File: config.mk
export PLATFORM = sky130hd
export DESIGN_NAME = vga_pattern_gen
export DESIGN_NICKNAME = d
export VERILOG_FILES = /design/src/rtl/vga_pattern_gen.sv
export SDC_FILE = /design/constraint.sdc
export NUM_CORES = 1
export LEC_CHECK = 0
export CAP_MARGIN = 20
export CORE_UTILIZATION = 50
export CTS_BUF_LIST = sky130_fd_sc_hd__clkbuf_4 sky130_fd_sc_hd__clkbuf_8 sky130_fd_sc_hd__clkbuf_16
export DETAILED_ROUTE_END_ITERATION = 8
export PLACE_DENSITY = 0.71
export SLEW_MARGIN = 20
export SYNTH_ARGS = -nofsm -noshare
export SYNTH_HDL_FRONTEND = slang
export SYNTH_SLANG_ARGS = --single-unit
File: constraint.sdc
create_clock -name clk -period 2.8 [get_ports clk]
set_clock_uncertainty 0.2 [all_clocks]
set_input_delay 0.56 -clock clk [delete_from_list [all_inputs] [get_ports clk]]
set_output_delay 0.56 -clock clk [all_outputs]
set_load 0.01 [all_outputs]
File: src/rtl/vga_pattern_gen.sv
// VGA raster generator: programmable timing, colour bars (vertical/horizontal/checker),
// colour and mode are shadowed at the frame boundary; outputs registered one en-tick behind the counters.
module vga_pattern_gen #(
  parameter int H_VISIBLE = 640,
  parameter int H_FP      = 16,
  parameter int H_SYNC    = 96,
  parameter int H_BP      = 48,
  parameter int V_VISIBLE = 480,
  parameter int V_FP      = 10,
  parameter int V_SYNC    = 2,
  parameter int V_BP      = 33,
  parameter bit SYNC_POL  = 1'b0,
  parameter int CW        = 4,
  parameter int NUM_BARS  = 2,
  parameter int CNT_W     = 10
) (
  input  logic                     clk,
  input  logic                     rst,
  input  logic                     en,
  input  logic [NUM_BARS*3*CW-1:0] code,
  input  logic [1:0]               mode,
  output logic                     hsync,
  output logic                     vsync,
  output logic [CW-1:0]            red,
  output logic [CW-1:0]            green,
  output logic [CW-1:0]            blue,
  output logic                     de,
  output logic [CNT_W-1:0]         pix_x,
  output logic [CNT_W-1:0]         pix_y,
  output logic                     frame_start
);

  localparam int H_TOTAL = H_VISIBLE + H_FP + H_SYNC + H_BP;
  localparam int V_TOTAL = V_VISIBLE + V_FP + V_SYNC + V_BP;
  localparam int IW      = (NUM_BARS > 1) ? $clog2(NUM_BARS) : 1;

  localparam logic [CNT_W-1:0] H_LAST   = CNT_W'(H_TOTAL - 1);
  localparam logic [CNT_W-1:0] V_LAST   = CNT_W'(V_TOTAL - 1);
  localparam logic [CNT_W-1:0] H_VIS    = CNT_W'(H_VISIBLE);
  localparam logic [CNT_W-1:0] V_VIS    = CNT_W'(V_VISIBLE);
  localparam logic [CNT_W-1:0] HS_START = CNT_W'(H_VISIBLE + H_FP);
  localparam logic [CNT_W-1:0] HS_END   = CNT_W'(H_VISIBLE + H_FP + H_SYNC);
  localparam logic [CNT_W-1:0] VS_START = CNT_W'(V_VISIBLE + V_FP);
  localparam logic [CNT_W-1:0] VS_END   = CNT_W'(V_VISIBLE + V_FP + V_SYNC);
  localparam logic [CNT_W-1:0] HB_LAST  = CNT_W'(H_VISIBLE / NUM_BARS - 1);
  localparam logic [CNT_W-1:0] VB_LAST  = CNT_W'(V_VISIBLE / NUM_BARS - 1);
  localparam logic [IW-1:0]    NB_LAST  = IW'(NUM_BARS - 1);
  localparam logic [IW:0]      NB       = (IW + 1)'(NUM_BARS);

  logic [CNT_W-1:0]         h_cnt, v_cnt;
  logic [CNT_W-1:0]         hpos, vpos;
  logic [IW-1:0]            hbar, vbar;
  logic [NUM_BARS*3*CW-1:0] code_q;
  logic [1:0]               mode_q;

  logic                     h_last, v_last, hs_act, vs_act, vis;
  logic [IW:0]              chk_sum;
  logic [IW-1:0]            idx;
  logic [3*CW-1:0]          bar_col;
  logic [3*CW-1:0]          pix_col;

  always_comb begin
    h_last  = (h_cnt == H_LAST);
    v_last  = (v_cnt == V_LAST);
    hs_act  = (h_cnt >= HS_START) && (h_cnt < HS_END);
    vs_act  = (v_cnt >= VS_START) && (v_cnt < VS_END);
    vis     = (h_cnt < H_VIS) && (v_cnt < V_VIS);
    // Both indices are below NUM_BARS, so one conditional subtract is a full modulo.
    chk_sum = {1'b0, hbar} + {1'b0, vbar};
    if (chk_sum >= NB) chk_sum = chk_sum - NB;
    case (mode_q)
      2'b00:   idx = hbar;
      2'b01:   idx = vbar;
      default: idx = chk_sum[IW-1:0];
    endcase
    bar_col = code_q[int'(idx)*3*CW +: 3*CW];
    pix_col = (vis && mode_q != 2'b11) ? bar_col : '0;
  end

  always_ff @(posedge clk) begin
    if (rst) begin
      h_cnt       <= '0;
      v_cnt       <= '0;
      hpos        <= '0;
      vpos        <= '0;
      hbar        <= '0;
      vbar        <= '0;
      code_q      <= '0;
      mode_q      <= 2'b00;
      red         <= '0;
      green       <= '0;
      blue        <= '0;
      de          <= 1'b0;
      pix_x       <= '0;
      pix_y       <= '0;
      frame_start <= 1'b0;
      hsync       <= ~SYNC_POL;
      vsync       <= ~SYNC_POL;
    end else begin
      frame_start <= 1'b0;
      if (en) begin
        {red, green, blue} <= pix_col;
        de          <= vis;
        pix_x       <= h_cnt;
        pix_y       <= v_cnt;
        hsync       <= hs_act ? SYNC_POL : ~SYNC_POL;
        vsync       <= vs_act ? SYNC_POL : ~SYNC_POL;
        frame_start <= (h_cnt == '0) && (v_cnt == '0);
        if (h_last) begin
          h_cnt <= '0;
          hpos  <= '0;
          hbar  <= '0;
          if (v_last) begin
            v_cnt  <= '0;
            vpos   <= '0;
            vbar   <= '0;
            code_q <= code;
            mode_q <= mode;
          end else begin
            v_cnt <= v_cnt + 1'b1;
            if (vpos == VB_LAST && vbar != NB_LAST) begin
              vbar <= vbar + 1'b1;
              vpos <= '0;
            end else begin
              vpos <= vpos + 1'b1;
            end
          end
        end else begin
          h_cnt <= h_cnt + 1'b1;
          // Last bar never advances, so it absorbs the remainder pixels.
          if (hpos == HB_LAST && hbar != NB_LAST) begin
            hbar <= hbar + 1'b1;
            hpos <= '0;
          end else begin
            hpos <= hpos + 1'b1;
          end
        end
      end
    end
  end

endmodule

Yosys cells after proc, flatten, opt, wreduce, memory -nomap -nowiden
Index checks and enable logic that the tools add are counted.
- register bits: 104
- bits in latches: 0
- memory bits (writable): 0
- memory bits (read-only): 0
- input bits: 29
- output and inout bits: 36
- logic and storage cells: 75
- memories: 0
- add/subtract/negate cells: 8
- multiply operators: 1
- div/mod/pow operators: 0
- $lt $le $gt $ge: 7
- equal/unequal tests: 6
- shifts and indexed selects: 1
- mux-type cells: 15
- bitwise gates (word level): 3
- reduce and logical (&&, ||, !) cells: 17
- operators by type and width (cell ; number):
    $mux W10 ; 6
    $add A10 B1 Y10 const B ; 4
    $shiftx A24 B6 Y12 ; 1
    $eq A10 B10 Y1 const B ; 2
    $logic_not A10 Y1 ; 2
    $lt A10 B10 Y1 const B ; 2
    $lt A10 B9 Y1 const B ; 2
    $mux W12 ; 1
    $eq A10 B8 Y1 const B ; 1
    $eq A10 B9 Y1 const B ; 1
    $ge A10 B10 Y1 const B ; 1
    $ge A10 B9 Y1 const B ; 1
    $logic_and A1 B1 Y1 ; 7
    $mux W1 ; 7
    $reduce_and A3 Y1 ; 2
    $reduce_and A2 Y1 ; 2
    $reduce_bool A2 Y1 ; 2
    $mul A1 B2 Y3 const B ; 1
    $not A1 Y1 ; 3
    $add A1 B1 Y1 const B ; 2
    $add A1 B1 Y2 ; 1
    $eq A2 B1 Y1 const B ; 1
    $ge A2 B2 Y1 const B ; 1
    $logic_not A2 Y1 ; 1
    4 further kinds ; 4

Longest topological paths before layout
- depth in word-level cells: 7
- mapped depth: 8
- gate-level depth less buffers: 6

Least setup slack after synthesis
OpenSTA, ideal clock, no wires.
- path type: input to register
- start point: in en
- end point: reg v_cnt[8]
- data arrival time: 1.741 ns
- data required time: 2.528 ns
- setup slack: 0.788 ns
- stages on the path: 6
- buffers on the path: 2
- cells stage by stage: buf_2 -> and4_1 -> buf_6 -> nand3_4 -> or4_1 -> a21oi_1
- cells in the longest elaborated chain, start to end: 1
- ends and longest elaborated chain (item ; line ; source):
    from (decl) ; 19 ; input logic en,
    $reduce_and A2 Y1 (no source line) ; n/a ;
    to (signal assigned) ; 120 ; v_cnt <= v_cnt + 1'b1;
    to (decl) ; 50 ; logic [CNT_W-1:0] h_cnt, v_cnt;
Every way passes these cells.
A chain may end at the register's enable or synchronous reset.

Final worst setup path
- start point: reg h_cnt[0]
- end point: reg code_q[0]
- cells in the longest elaborated chain, start to end: 2
- ends and longest elaborated chain (item ; line ; source):
    from (decl) ; 50 ;
    from (signal assigned) ; 129 ; h_cnt <= h_cnt + 1'b1;
    $eq A10 B10 Y1 ; 63 ; h_last = (h_cnt == H_LAST);
    $reduce_and A3 Y1 (no source line) ; n/a ;
    to (signal assigned) ; 117 ; code_q <= code;
    to (decl) ; 53 ; logic [NUM_BARS*3*CW-1:0] code_q;
Every way passes these cells.

==> results.sh <==
export IMPL_ys_warn_count=0
export IMPL_clk_pin_slew_ps=110
export IMPL_pin_count=65
export IMPL_grt_pass1_wl_um=18700
export IMPL_grt_overflow_total=0
export IMPL_wl_um=10800
export IMPL_syn_cell_area_um2=4630
export IMPL_seqCellArea_um2=2080
export IMPL_firstDrtPassIters=9
export IMPL_dr_first_iter_drc_count=277
export IMPL_drive_gt1_share_pct=6.57
export IMPL_fin_area_um2=5540
export IMPL_nets=609
export IMPL_grt_pass1_vias=3896
export IMPL_worst_ep_required_time_ps=2900
export IMPL_end_kind="flop"
export IMPL_fill_cells=774
export IMPL_met2_usage_pct=38.1
export IMPL_status="finished, violations left"
export IMPL_ctsHoldBuffers=0
export IMPL_htreeDepth=3
export IMPL_synth_cell_types=58
export IMPL_max_slew_margin_pct=56.9
export IMPL_vias=4012
export IMPL_syn_avg_cell_area_um2=8.84
export IMPL_yosysSeqAreaShare_pct=45.0
export IMPL_critPathMaxFanout=29
export IMPL_worstSetupPathType="reg -> reg"
export IMPL_ys_seq_elements=104
export IMPL_rows=34
export IMPL_clockRootBuffer="clkbuf_8"
export IMPL_synth_top_cell_by_area="dfxtp_1"
export IMPL_clk_latency_ps=370
export IMPL_cts_buffer_depth=2
export IMPL_clock_sinks=104
export IMPL_p_clk_share_pct=39.8
export IMPL_vdd_ir_drop_worst_v=0.000257
export IMPL_coreArea_um2=8850
export IMPL_ant_nets=0
export IMPL_post_cts_buffers=0
export IMPL_routedWlPerCell_um=15.8
export IMPL_seqPwrFrac_pct=55.6
export IMPL_p_switching_uw=619
export IMPL_fmax_ghz=0.444
export IMPL_post_route_period_util_pct=80.5
export IMPL_switching_share_pct=23.0
export IMPL_use_met1_pct=31.9
export IMPL_worst_pin_slew_ps=641
export IMPL_cts_buffers=9
export IMPL_violations="DRC"
export IMPL_postCtsResizedCells=0
export IMPL_remaining_drc_errors=2
export IMPL_die_y_um=98.2
export IMPL_finalSetupViolCount=0
export IMPL_power_leakage_nw=1.98
export IMPL_die_x_um=98.2
export IMPL_rsz0062_at_grt="no"
export IMPL_start_kind="flop"
export IMPL_multiInputGateArea_um2=2360
export IMPL_p_per_area_nw_per_um2=485
export IMPL_synthCells=524
export IMPL_die_area_um2=9650
export IMPL_yosysTopAreaCellShare_pct=45.0
export IMPL_antenna_found_initial=0
export IMPL_hold_viol=0
export IMPL_cp_arrival_ps=2350
export IMPL_initial_utilization_pct=52.3
export IMPL_met3_usage_pct=3.44
export IMPL_gr_max_usage_layer="met2"
export IMPL_grt_max_degree=54
export IMPL_tritoncts="yes"
export IMPL_holdWs_ps=261
export IMPL_maxCapViolCount=0
export IMPL_grt_use_total_pct=23.8
export IMPL_area_growth_pct=19.5
export IMPL_worstHoldPathType="reg -> reg"
export IMPL_maxSlewViolCount=0
export IMPL_setup_tns_ps=0
export IMPL_dpl_hpwl_um=7430
export IMPL_p_comb_share_pct=4.7
export IMPL_p_int_mw=2.07
export IMPL_avgViaCountPerCell=5.85
export IMPL_syn_nets=560
export IMPL_gp_congestion=0.850
export IMPL_synth_top_cells_by_area="dfxtp_1 (45%), mux2i_1 (7.3%), o21ai_0 (4.9%)"
export IMPL_insertedDiodeCount=0
export IMPL_report_power_total_mw=2.69
export IMPL_place_area_um2=5310
export IMPL_portBuffers=64
export IMPL_period_needed_ps=2250
export IMPL_ys_async_sr_fraction_pct=0
export IMPL_synth_ff_type="dfxtp_1"
export IMPL_synth_edf_count=0
==> flip-flops by register name, indices dropped and copies added, names as in the netlist, 2 cells and up <==
signal  cells
v_cnt      10
pix_x      10
red         4
hpos       10
blue        4
code_q     24
mode_q      2
green       4
h_cnt      10
pix_y      10
vpos       10
==> per-layer routing <==
layer / wire (um) / share of wire (%)
met5: 0 / 0
met4: 261 / 2.4
met3: 487 / 4.5
met2: 4970 / 46
met1: 5100 / 47
==> power groups by stage <==
stage | logic, mW | clock network, mW | registers (mW)
floorplan | 0.0596 | 0 | 1.53
global placement | 0.126 | 0 | 1.53
detailed placement | 0.126 | 0 | 1.53
CTS | 0.127 | 1.09 | 1.49
global route | 0.136 | 1.16 | 1.49
finish | 0.126 | 1.07 | 1.49
==> cells by family (layout without fill, tap and decap cells) <==
| kind of cell | Yosys count | in the layout | share of synthesized area [%] |
|---|---|---|---|
| AOI/OAI and AO/OA | 113 | 113 | 14.3 |
| adders and majority gates | 7 | 7 | 1.89 |
| DFF | 104 | 104 | 45.0 |
| and+or+nand+nor | 204 | 204 | 23.8 |
| buffers and inverters | 44 | 98 | 4.30 |
| xor gates and xnor gates | 17 | 17 | 3.22 |
| muxes | 35 | 35 | 7.59 |
==> path summary, 6_finish.rpt <==
kind | startpoint | to | slack (ps) | depth (start not counted)
worst min-delay path | blue[1]$_SDFFE_PP0P_ | blue[1]$_SDFFE_PP0P_ | 260 | 2
worst min register to register | blue[1]$_SDFFE_PP0P_ | blue[1]$_SDFFE_PP0P_ | 260 | 2
worst max register to register | h_cnt[0]$_SDFFE_PP0P_ | code_q[0]$_SDFFE_PP0P_ | 550 | 6
worst max-delay path | h_cnt[0]$_SDFFE_PP0P_ | code_q[0]$_SDFFE_PP0P_ | 550 | 6
==> layout by cell type, fill, tap and decap left out, types with 6 or more instances in the layout <==
| cell type | instances |
|---|---|
| dfxtp_1 | 104 |
| clkdlybuf4s50_1 | 62 |
| nor2_1 | 48 |
| o21ai_0 | 45 |
| nand3_1 | 42 |
| nand2_1 | 37 |
| a21oi_1 | 36 |
| mux2i_1 | 34 |
| nand4_1 | 15 |
| xor2_1 | 11 |
| inv_1 | 9 |
| clkbuf_8 | 9 |
| buf_4 | 9 |
| nor3_1 | 8 |
| nand2b_1 | 8 |
| nand4b_1 | 7 |
| ha_1 | 7 |
| xnor2_1 | 6 |
| nor4_1 | 6 |
==> per-stage QoR <==
step                worst slack [ps]  utilization [%]  std cells
floorplan                        788                -        524
global placement                 575             60.0        670
detailed placement               527             60.0        670
CTS                              570             62.6        686
global route                     361             62.6        686
finish                           547             62.6        686
==> critical path, stage by stage (launching register included) <==
cell and delay (ps):
dfxtp_1 410, ha_1 250, nand4_1 300, nor3_4 370
buf_4 370, nand3_1 140, a21oi_1 130
==> synth_stat cells, types with 4 or more instances <==
library cell  count
and4_1            5
nand3_1          42
and3_1            5
a21oi_1          36
mux2i_1          34
dfxtp_1         104
nor4_1            6
nor3_1            8
nand4b_1          7
a31oi_1           4
buf_2            11
inv_1             9
nand2b_1          8
nand2_1          37
clkbuf_1         18
ha_1              7
xnor2_1           6
o31ai_1           5
xor2_1           11
nand4_1          15
nor2_1           48
o21ai_0          45
==> cell type report <==
class | count | share of cell area (%)
Sequential cell | 104 | 37.6
Timing Repair Buffer | 73 | 12.6
Tap cell | 108 | 2.44
Multi-Input combinational cell | 376 | 42.6
Clock inverter | 7 | 1.92
Clock buffer | 9 | 2.24
Inverter | 9 | 0.610
Note: power is estimated with default switching activity, not from simulation.
